--- config.mk ---
export PLATFORM = sky130hd
export DESIGN_NAME = sa_skew_feeder
export DESIGN_NICKNAME = d
export VERILOG_FILES = /design/src/rtl/sa_pkg.sv /design/src/rtl/sa_operand_bank.sv /design/src/rtl/sa_skew_feeder.sv
export SDC_FILE = /design/constraint.sdc
export NUM_CORES = 1
export LEC_CHECK = 0
export BUFFER_PORTS_ARGS = -buffer_cell sky130_fd_sc_hd__buf_4
export CAP_MARGIN = 20
export CELL_PAD_IN_SITES_DETAIL_PLACEMENT = 1
export CELL_PAD_IN_SITES_GLOBAL_PLACEMENT = 1
export CORE_MARGIN = 2
export CORE_UTILIZATION = 55
export DETAILED_ROUTE_END_ITERATION = 6
export GPL_TIMING_DRIVEN = 0
export PLACE_DENSITY = 0.87
export SLEW_MARGIN = 20
export SYNTH_ARGS = -nofsm -noshare
export SYNTH_HDL_FRONTEND = slang
export SYNTH_SLANG_ARGS = --single-unit
export TNS_END_PERCENT = 1
--- constraint.sdc ---
create_clock -name clk -period 6 [get_ports clk]
set_clock_uncertainty 0.05 [all_clocks]
set_input_delay 0.6 -clock clk [delete_from_list [all_inputs] [get_ports clk]]
set_output_delay 0.6 -clock clk [all_outputs]
set_load 0.02 [all_outputs]
--- src/rtl/sa_pkg.sv ---
// Shared constants, FSM state type and operand address helpers for the SA skew feeder.
package sa_pkg;
  localparam int N        = 4;
  localparam int FEED_CYC = 2 * N - 1;
  localparam int A_BASE   = 0;
  localparam int B_BASE   = 16;

  typedef enum logic [2:0] {IDLE, CLEAR, FEED, DRAIN, DONE} state_t;

  // A[r][k] lives at A_BASE + 4r + k
  function automatic logic [4:0] a_addr(input logic [1:0] r, input logic [1:0] k);
    return 5'(A_BASE) + {1'b0, r, k};
  endfunction

  // B[k][j] lives at B_BASE + 4j + k
  function automatic logic [4:0] b_addr(input logic [1:0] k, input logic [1:0] j);
    return 5'(B_BASE) + {1'b0, j, k};
  endfunction
endpackage

--- src/rtl/sa_operand_bank.sv ---
// 32-word operand register file: one write port, every word readable combinationally.
module sa_operand_bank #(
  parameter int DW = 10
) (
  input  logic          clk,
  input  logic          we,
  input  logic [4:0]    addr,
  input  logic [DW-1:0] data,
  output logic [DW-1:0] words [32]
);
  // No reset: stored operands survive a reset of the feeder.
  logic [DW-1:0] mem [32];

  always_ff @(posedge clk) begin
    if (we) mem[addr] <= data;
  end

  assign words = mem;
endmodule

--- src/rtl/sa_skew_feeder.sv ---
// Streams diagonally skewed A/B operands into a 4x4 systolic array and flags when its results are valid.
module sa_skew_feeder
  import sa_pkg::*;
#(
  parameter int DW        = 10,
  parameter int DRAIN_CYC = 4
) (
  input  logic          clk,
  input  logic          reset,
  input  logic          wr_en,
  input  logic [4:0]    wr_addr,
  input  logic [DW-1:0] wr_data,
  input  logic          start,
  output logic          busy,
  output logic          done,
  output logic          sa_clear,
  output logic [DW-1:0] a1,
  output logic [DW-1:0] a2,
  output logic [DW-1:0] a3,
  output logic [DW-1:0] a4,
  output logic [DW-1:0] b1,
  output logic [DW-1:0] b2,
  output logic [DW-1:0] b3,
  output logic [DW-1:0] b4
);
  localparam logic [2:0] LAST_FEED  = 3'(FEED_CYC - 1);
  localparam logic [2:0] LAST_DRAIN = 3'(DRAIN_CYC - 1);

  state_t        state;
  logic [2:0]    step;
  logic [DW-1:0] words [32];
  logic          load;
  logic [2:0]    feed_t;
  logic [DW-1:0] lane_a [N];
  logic [DW-1:0] lane_b [N];

  sa_operand_bank #(.DW(DW)) u_bank (
    .clk   (clk),
    .we    (wr_en && state == IDLE),
    .addr  (wr_addr),
    .data  (wr_data),
    .words (words)
  );

  // Lanes are computed for the step about to become visible, so the registered
  // outputs line up with the state they are listed under.
  assign load   = (state == CLEAR) || (state == FEED && step != LAST_FEED);
  assign feed_t = (state == FEED) ? step + 3'd1 : 3'd0;

  always_comb begin
    for (int unsigned i = 0; i < N; i++) begin
      lane_a[i] = '0;
      lane_b[i] = '0;
      if (load && feed_t >= 3'(i) && (feed_t - 3'(i)) < 3'(N)) begin
        lane_a[i] = words[a_addr(2'(i), 2'(feed_t - 3'(i)))];
        lane_b[i] = words[b_addr(2'(feed_t - 3'(i)), 2'(i))];
      end
    end
  end

  always_ff @(posedge clk) begin
    if (reset) begin
      state    <= IDLE;
      step     <= '0;
      busy     <= 1'b0;
      done     <= 1'b0;
      sa_clear <= 1'b0;
      a1 <= '0; a2 <= '0; a3 <= '0; a4 <= '0;
      b1 <= '0; b2 <= '0; b3 <= '0; b4 <= '0;
    end else begin
      sa_clear <= 1'b0;
      done     <= 1'b0;
      a1 <= lane_a[0]; a2 <= lane_a[1]; a3 <= lane_a[2]; a4 <= lane_a[3];
      b1 <= lane_b[0]; b2 <= lane_b[1]; b3 <= lane_b[2]; b4 <= lane_b[3];
      case (state)
        IDLE: begin
          if (start) begin
            state    <= CLEAR;
            sa_clear <= 1'b1;
            busy     <= 1'b1;
          end
        end
        CLEAR: begin
          state <= FEED;
          step  <= '0;
        end
        FEED: begin
          if (step == LAST_FEED) begin
            state <= DRAIN;
            step  <= '0;
          end else begin
            step <= step + 3'd1;
          end
        end
        DRAIN: begin
          if (step == LAST_DRAIN) begin
            state <= DONE;
            done  <= 1'b1;
          end else begin
            step <= step + 3'd1;
          end
        end
        DONE: begin
          state <= IDLE;
          busy  <= 1'b0;
        end
        default: state <= IDLE;
      endcase
    end
  end
endmodule

# == Word level (Yosys, flattened, before mapping) ==
# Index checks and enable logic that the tools add are counted.
# totals
out_inout_bits,83
in_bits,19
reg_bits,409
elab_cells,160
# classes
order_cmp,18
reduce_logical,24
bitwise_logic,15
addsub,8
muxes,39
eq_ne,11
# op_table
op,count
$bmux W10 S5,8
$bwmux W320,1
$mux W10,17
$ge A6 B6 Y1 const B,9
$demux W10 S5,1
$not A5 Y6,5
$mux W3,6
$lt A3 B3 Y1 const B,4
$not A4 Y6,2
$pmux W3 S4,1
$reduce_or A2 Y1,6
$logic_and A1 B1 Y1,11
$add A5 B4 Y5 const A,2
$eq A3 B2 Y1 const B,3
$pmux W3 S3,1
$eq A3 B3 Y1 const B,2
$ge A3 B1 Y1 const B,2
$ge A3 B2 Y1 const B,2
$lt A6 B1 Y1 const B,1
$ne A2 B2 Y1 const B,3
$not A1 Y1,6
$not A2 Y6,1
$not A3 Y6,1
$sub A3 B2 Y3 const B,2
15 further kinds,18

# == Depth between registers and ports, before layout ==
# Gate-level depths: netlist (run 1).
# logic_depth
depth_word,8
mapped_depth,12
ltp_nobuf,9

# == By module ==
# From an unflattened synthesis (run 1), not the netlist that was laid out.
# hier_totals
cells_unflattened,829
area_unflattened_um2,14697.8
# modules_own_cells
module,cells_each,instances,area_per_inst_um2,seq_area_each_um2
sa_operand_bank,367,1,9843.2,9609.2
sa_skew_feeder,462,1,4854.7,1781.7

# == Worst setup path before layout (run 1) ==
# OpenSTA, ideal clock, no wires.
# synth_timing
path_type,register to register
from,register step[0]
to,register a4[9]
n_path_buf,3
arrival_time_ps,2565
stages_incl_launch_ff,11
t_required_ps,5836
setup_time_ps,114
period_less_slack_ps,2729
slack_ps,3271
cell_sequence,dfxtp_1 -> inv_1 -> ha_1 -> nor4b_2 -> buf_4 -> buf_2 -> inv_1 -> ha_1 -> clkbuf_1 -> mux4_2 -> and2b_1
# synth_between
elab_chain_len,7
elab_cells_between_ends,16
cone_classes,add/sub: 2; order compare: 2; eq/ne: 1; mux: 4; bitwise: 2; reduce/logical: 5
# synth_lines
item,line_no,text
from (decl),sa_skew_feeder.sv:30,logic [2:0] step;
from (signal assigned),sa_skew_feeder.sv:92,step <= step + 3'd1;
from (signal assigned),sa_skew_feeder.sv:100,step <= step + 3'd1;
$add A3 B1 Y3 or $ne A3 B3 Y1 (tied branches),"sa_skew_feeder.sv:48, sa_skew_feeder.sv:47",
$mux W3 or $logic_and A1 B1 Y1 (tied branches),"sa_skew_feeder.sv:48, sa_skew_feeder.sv:47",
"$sub A3 B2 Y3, or another cell as far along",sa_skew_feeder.sv:55,"lane_a[i] = words[a_addr(2'(i), 2'(feed_t - 3'(i)))];"
"$not A4 Y6 (not written as such), or another cell as far along",sa_skew_feeder.sv:55,
$bmux W10 S5 or $logic_and A1 B1 Y1 (tied branches),"sa_skew_feeder.sv:55, sa_skew_feeder.sv:54",
$mux W10 (not written as such) or $not A1 Y1 (tied branches),n/a,
$mux W10 (not written as such) or $reduce_or A2 Y1 (tied branches),n/a,
to (signal assigned),sa_skew_feeder.sv:73,a1 <= lane_a[0]; a2 <= lane_a[1]; a3 <= lane_a[2]; a4 <= lane_a[3];
to (decl),sa_skew_feeder.sv:20,"output logic [DW-1:0] a4,"
# Several ways; a longest one is shown, not always the timed one. The select of a mux whose other input is x is not followed.
# A chain may end at the register's enable or synchronous reset.

# == Worst setup path after layout (run 1) ==
# layout_timing
from,register step[0]
to,register a4[2]
# The elaborated chain is that of the path after synthesis.

==> results of run 1 <==
-- per-layer routing --
metal  global-route usage  wire length (um)  up-vias
met4                0.104              1310        0
met3               0.0402              2200      106
li1                     -                 -     3341
met5                    0                 0        -
met2                0.485             20100      378
met1                0.348             14500     4163
-- per-stage QoR --
stage / hold WS (ns) / area (um^2)
after global placement: 0.413 / 15800
after CTS: 0.401 / 17100
after floorplan: 0.402 / 14700
final: 0.420 / 17100
after detailed placement: 0.438 / 15800
after global routing: 0.430 / 17100
-- path summary, 6_finish.rpt --
kind / end / cells after the start / slack [ns] / startpoint
max: a4[2] / 10 / 2.22 / step[0]
min: busy / 3 / 0.42 / start
max reg2reg: a4[2] / 10 / 2.22 / step[0]
min reg2reg: step[1] / 2 / 0.50 / step[1]
-- flip-flops by register name, summed over array words and instances (netlist names) --
signal / cells
state: 3
done: 1
b2: 10
b3: 10
b4: 10
a1: 10
a2: 10
b1: 10
a4: 10
u_bank.words: 320
a3: 10
busy: 1
step: 3
sa_clear: 1
-- cell type report --
| cell class | instances | area share |
|---|---|---|
| clock inverter | 19 | 0.00731 |
| timing repair buffer | 100 | 0.0438 |
| buffer | 41 | 0.0180 |
| sequential | 409 | 0.665 |
| tap | 335 | 0.0245 |
| multi-input combinational | 325 | 0.173 |
| clock buffer | 52 | 0.0666 |
| inverter | 9 | 0.00212 |
-- power breakdown --
part / internal [W] / leakage [nW] / total [W] / switching (W)
logic: 0.000106 / 1.56 / 0.000294 / 0.000187
clock network: 0.00139 / 0.639 / 0.00245 / 0.00106
registers: 0.00307 / 3.60 / 0.00309 / 0.0000108
total: 0.00457 / 5.80 / 0.00583 / 0.00126
-- kinds of logic (layout without fill, tap and decap cells) --
kind of cell / after synthesis / in the layout
buf+inv: 50 / 221
compound gates: 95 / 95
fa+ha+maj: 10 / 10
flops: 409 / 409
mux: 60 / 60
simple gates: 160 / 160
-- worst reg2reg max path: stages (launching register included) --
cell and delay [ns]:
dfxtp_1 0.47, inv_1 0.12, ha_1 0.39, nor4b_2 0.40
buf_4 0.29, buf_2 0.32, inv_1 0.13, ha_1 0.32
clkbuf_1 0.52, mux4_1 0.46, nor2b_1 0.17
-- placed cells by master, fill, tap and decap left out, drive strengths merged, types with 2 or more instances in the layout --
| cell | synthesis | layout |
|---|---|---|
| a211o | 2 | 2 |
| a211oi | 21 | 21 |
| a21oi | 5 | 5 |
| a311oi | 20 | 20 |
| and2 | 3 | 3 |
| and2b | 15 | 15 |
| buf | 32 | 132 |
| clkbuf | 9 | 61 |
| clkinv | 0 | 18 |
| dfxtp | 89 | 89 |
| edfxtp | 320 | 320 |
| ha | 10 | 10 |
| inv | 9 | 9 |
| mux2i | 20 | 20 |
| mux4 | 40 | 40 |
| nand2 | 51 | 51 |
| nand2b | 3 | 3 |
| nand3 | 4 | 4 |
| nand3b | 3 | 3 |
| nor2 | 41 | 41 |
| nor2b | 27 | 27 |
| nor3b | 2 | 2 |
| nor4b | 4 | 4 |
| o21ai | 2 | 2 |
| o22ai | 41 | 41 |
| or3 | 3 | 3 |
==> metrics, run 1 <==
largest net degree at the start of global routing=33; mux share of post-synthesis cell area=0.0758; final setup vio count=0; Power Dens Cells=340 nW/um^2; clk root buf=clkbuf_16; Worst path max stage delay=0.52 ns; share of flip-flops with an asynchronous set or reset=0; peak supply drop=0.259 mV; ys flop type=edfxtp_1; Post-Synth Simple-Gate Area=0.0593; Mapped Area=14,700 um^2; clk slew on worst S/H paths=0.07 ns; FILL cells=2,241; P&R area growth vs syn=16.7%; unrepaired setup endpoints after global routing=false; post_cts resized=0; row count=59; Inserted Clock Buffers=40; routed vias=7,988; drc violations=6; syn_area_per_cell=18.7 um^2; Core Box Area=26,100 um^2; multi-input logic area=2960 um^2; arrival time worst endpoint=4.12 ns; max-cap violations=0; Compound-Gate Fraction of Synth Area=0.0569; die height=167 um; first-pass GRT wire length=56,300 um; cell taking the most area after synthesis=edfxtp_1; post-route setup TNS=0 ns; post-DR vias/cell=6.19; Max Fclk=265 MHz; Final Hold Fails=0; Max Buffers Root-to-Sink=3; yosys warns=0; gp weighted congestion=0.748; final slew viol count=0; CP Buf/Inv Count=5; GR Util All Layers=0.275; Startpoint Class=flop; vias in the first global route=8,669; # Post-CTS Setup Buffers=0; syn_nets=813; # hold bufs at CTS=0; period utilization=0.629; Seq/Total Area, Yosys=0.776; Final min period=3.78 ns; Clk Latency, worst-skew pair=0.53 ns; total power=0.00583 W; Leak=5.80 nW; area share of the largest cell type after synthesis=0.655; CP delay by family, top=buffers and inverters; Post-Synthesis Cells=784; I/O pins=102; critical path peak fanout=11; outcome=finished with violations; number of H-tree levels=2; top cells by area, synth=edfxtp_1 65%, dfxtp_1 12%, mux4_2 5.7%; hold crit path type=primary input to flop; critical path type=flop to flop; DIE AREA=28,000 um^2; failing checks=DRC; Slew HR=0.272; Routed WL=38,100 um; Routed Antenna Nets=0; Die W=167 um; wire length per cell=29.5 um; CP endpoint kind=flop; Synth top cells by count=320 x edfxtp_1, 89 x dfxtp_1, 50 x nand2_1; Required @ worst endpoint=6.34 ns; Final nets=955; Synth Area in XOR/XNOR=0; count leader, synth=edfxtp_1; DP Worst Slack=2.55 ns; CTS tree=done; Finished Layout Cells=1,290; Synth Register Bits=409; dpl cells=1,219; synthesized-area fraction occupied by adder cells=0.00852; Worst Tran Pin Value=1.09 ns; number of enable flip-flop cells after synthesis=320; post-DP HPWL=22,200 um; initial antenna violation count=0; setup slack after layout=2.22 ns; GR Overflow Total=0; clock sinks=409; largest family of logic cells by synthesized area=multiplexers; Initial DRT Pass Iterations=7; CP Cell Sequence=inv_1 > ha_1 > nor4b_2 > buf_4 > buf_2 > inv_1 > ha_1 > clkbuf_1 > mux4_1 > nor2b_1; Synth cell types=47; # diodes=0; Iter 0 DRT Violations=785; share of layout cells above drive strength 1=0.291; IO Port Bufs=100; Reg area=11,400 um^2; Initial Util=0.562; Final Util=0.655; CP max stage cell=clkbuf_1
Power figures use the tool's default switching activity.
==> run 2, diff against run 1 <==
CORE_UTILIZATION = 47   (was 55)
PLACE_DENSITY = 0.79   (was 0.87)
clock period = 3.2 ns   (was 6 ns; I/O delays follow)
==> metrics, run 2 (synthesized netlist as in run 1, its figures left out) <==
final setup vio count=0; Max Buffers Root-to-Sink=3; Startpoint Class=flop; setup slack after layout=0.182 ns; unrepaired setup endpoints after global routing=false; arrival time worst endpoint=3.37 ns; final slew viol count=0; Die W=181 um; Worst R2R End=b3[8]; gp weighted congestion=0.742; Inserted Clock Buffers=40; clk slew on worst S/H paths=0.06 ns; Iter 0 DRT Violations=558; Routed Antenna Nets=0; commonest cells after routing, fill and taps aside=320 x edfxtp_1, 103 x buf_4, 88 x dfxtp_1; routed vias=7,535; row count=64; wire length per cell=24.4 um; FILL cells=2,752; critical path peak fanout=10; share of layout cells above drive strength 1=0.292; GR Util All Layers=0.202; Hold Path Sink=step[2]; die height=181 um; post-DR vias/cell=5.57; Final Hold Fails=0; CP endpoint kind=flop; DP Worst Slack=-0.250 ns; Max Fclk=331 MHz; Slew HR=0.289; Initial Util=0.479; commonest non-fill, non-tap cell in the layout=edfxtp_1; Final nets=955; Core Box Area=30,700 um^2; critical path type=flop to flop; total power=0.0109 W; P&R area growth vs syn=17.6%; hold-critical path depth=2; CTS tree=done; GR Overflow Total=0; Final min period=3.02 ns; I/O pins=102; flip-flop count of the largest register after layout=320; Final Util=0.563; DIE AREA=32,700 um^2; Hold Path Origin=reset; peak supply drop=0.350 mV; max-cap violations=0; Reg area=11,400 um^2; IO Port Bufs=100; r2r setup slk=0.18 ns; area post-placement=15,900 um^2; drc violations=0; outcome=complete, no violations; first-pass GRT wire length=49,700 um; Worst Tran Pin Value=1.06 ns; Initial DRT Pass Iterations=6; initial antenna violation count=0; Leak=5.83 nW; number of H-tree levels=2; clk root buf=clkbuf_16; clock sinks=409; # diodes=0; cells on worst reg2reg path=12; Routed WL=33,000 um; multi-input logic area=2950 um^2; post-DP HPWL=20,000 um; hold crit path type=primary input to flop; Clk Latency, worst-skew pair=0.52 ns; Reg-to-Reg Start=step[0]; period utilization=0.943; post-route setup TNS=0 ns; Required @ worst endpoint=3.55 ns; vias in the first global route=8,152; largest net degree at the start of global routing=33; Power Dens Cells=634 nW/um^2; Final Cell Area=17,300 um^2
run 2: timing repair:
action	4_1_cts	5_1_grt
endpoints found under the setup margin	41	36
hold buffers	0	0
gates resized for setup	8	6
buffers inserted	0	0
run 2: worst max-delay path by stage:
stage / startpoint / to / slack (ns)
after floorplan: step[0] / a4[9] / 0.47
after global placement: step[0] / b2[3] / -0.20
after detailed placement: step[0] / b2[3] / -0.25
after CTS: step[0] / b3[8] / 0.07
after global routing: state[2] / a4[5] / 0.05
final: step[0] / b3[8] / 0.18
run 2: area by class of cell:
class                      count  area share
inverter                       9     0.00210
tap                          396      0.0287
multi-input combinational    325       0.171
timing repair buffer         100      0.0435
buffer                        41      0.0188
sequential                   409       0.660
clock inverter                11     0.00609
clock buffer                  61      0.0696
run 2: worst max-delay path, cell delays in order (launching register included):
cell,delay (ns)
dfxtp_2,0.40
inv_1,0.08
ha_1,0.36
nor4b_2,0.25
buf_4,0.24
inv_4,0.06
buf_2,0.20
ha_1,0.22
inv_1,0.09
a21oi_1,0.05
nand4bb_1,0.21
buf_2,0.27
a311oi_2,0.40
run 2: where the power goes:
group	switching [W]	internal, W	total [W]
clock network	0.00189	0.00275	0.00463
registers	0.0000169	0.00577	0.00578
logic	0.000325	0.000201	0.000526
total	0.00223	0.00871	0.0109
run 2: layer usage:
metal  global-route usage  share of wire
met3               0.0270          0.044
met2                0.346           0.51
met5                    0              0
met1                0.270           0.42
met4               0.0652          0.024
run 2: metrics by stage:
stage | std cells | hold slack, ns
2_1_floorplan | 784 | 0.369
3_3_place_gp | 1280 | 0.413
3_5_place_dp | 1280 | 0.424
4_1_cts | 1352 | 0.156
5_1_grt | 1352 | 0.170
6_report | 1352 | 0.141
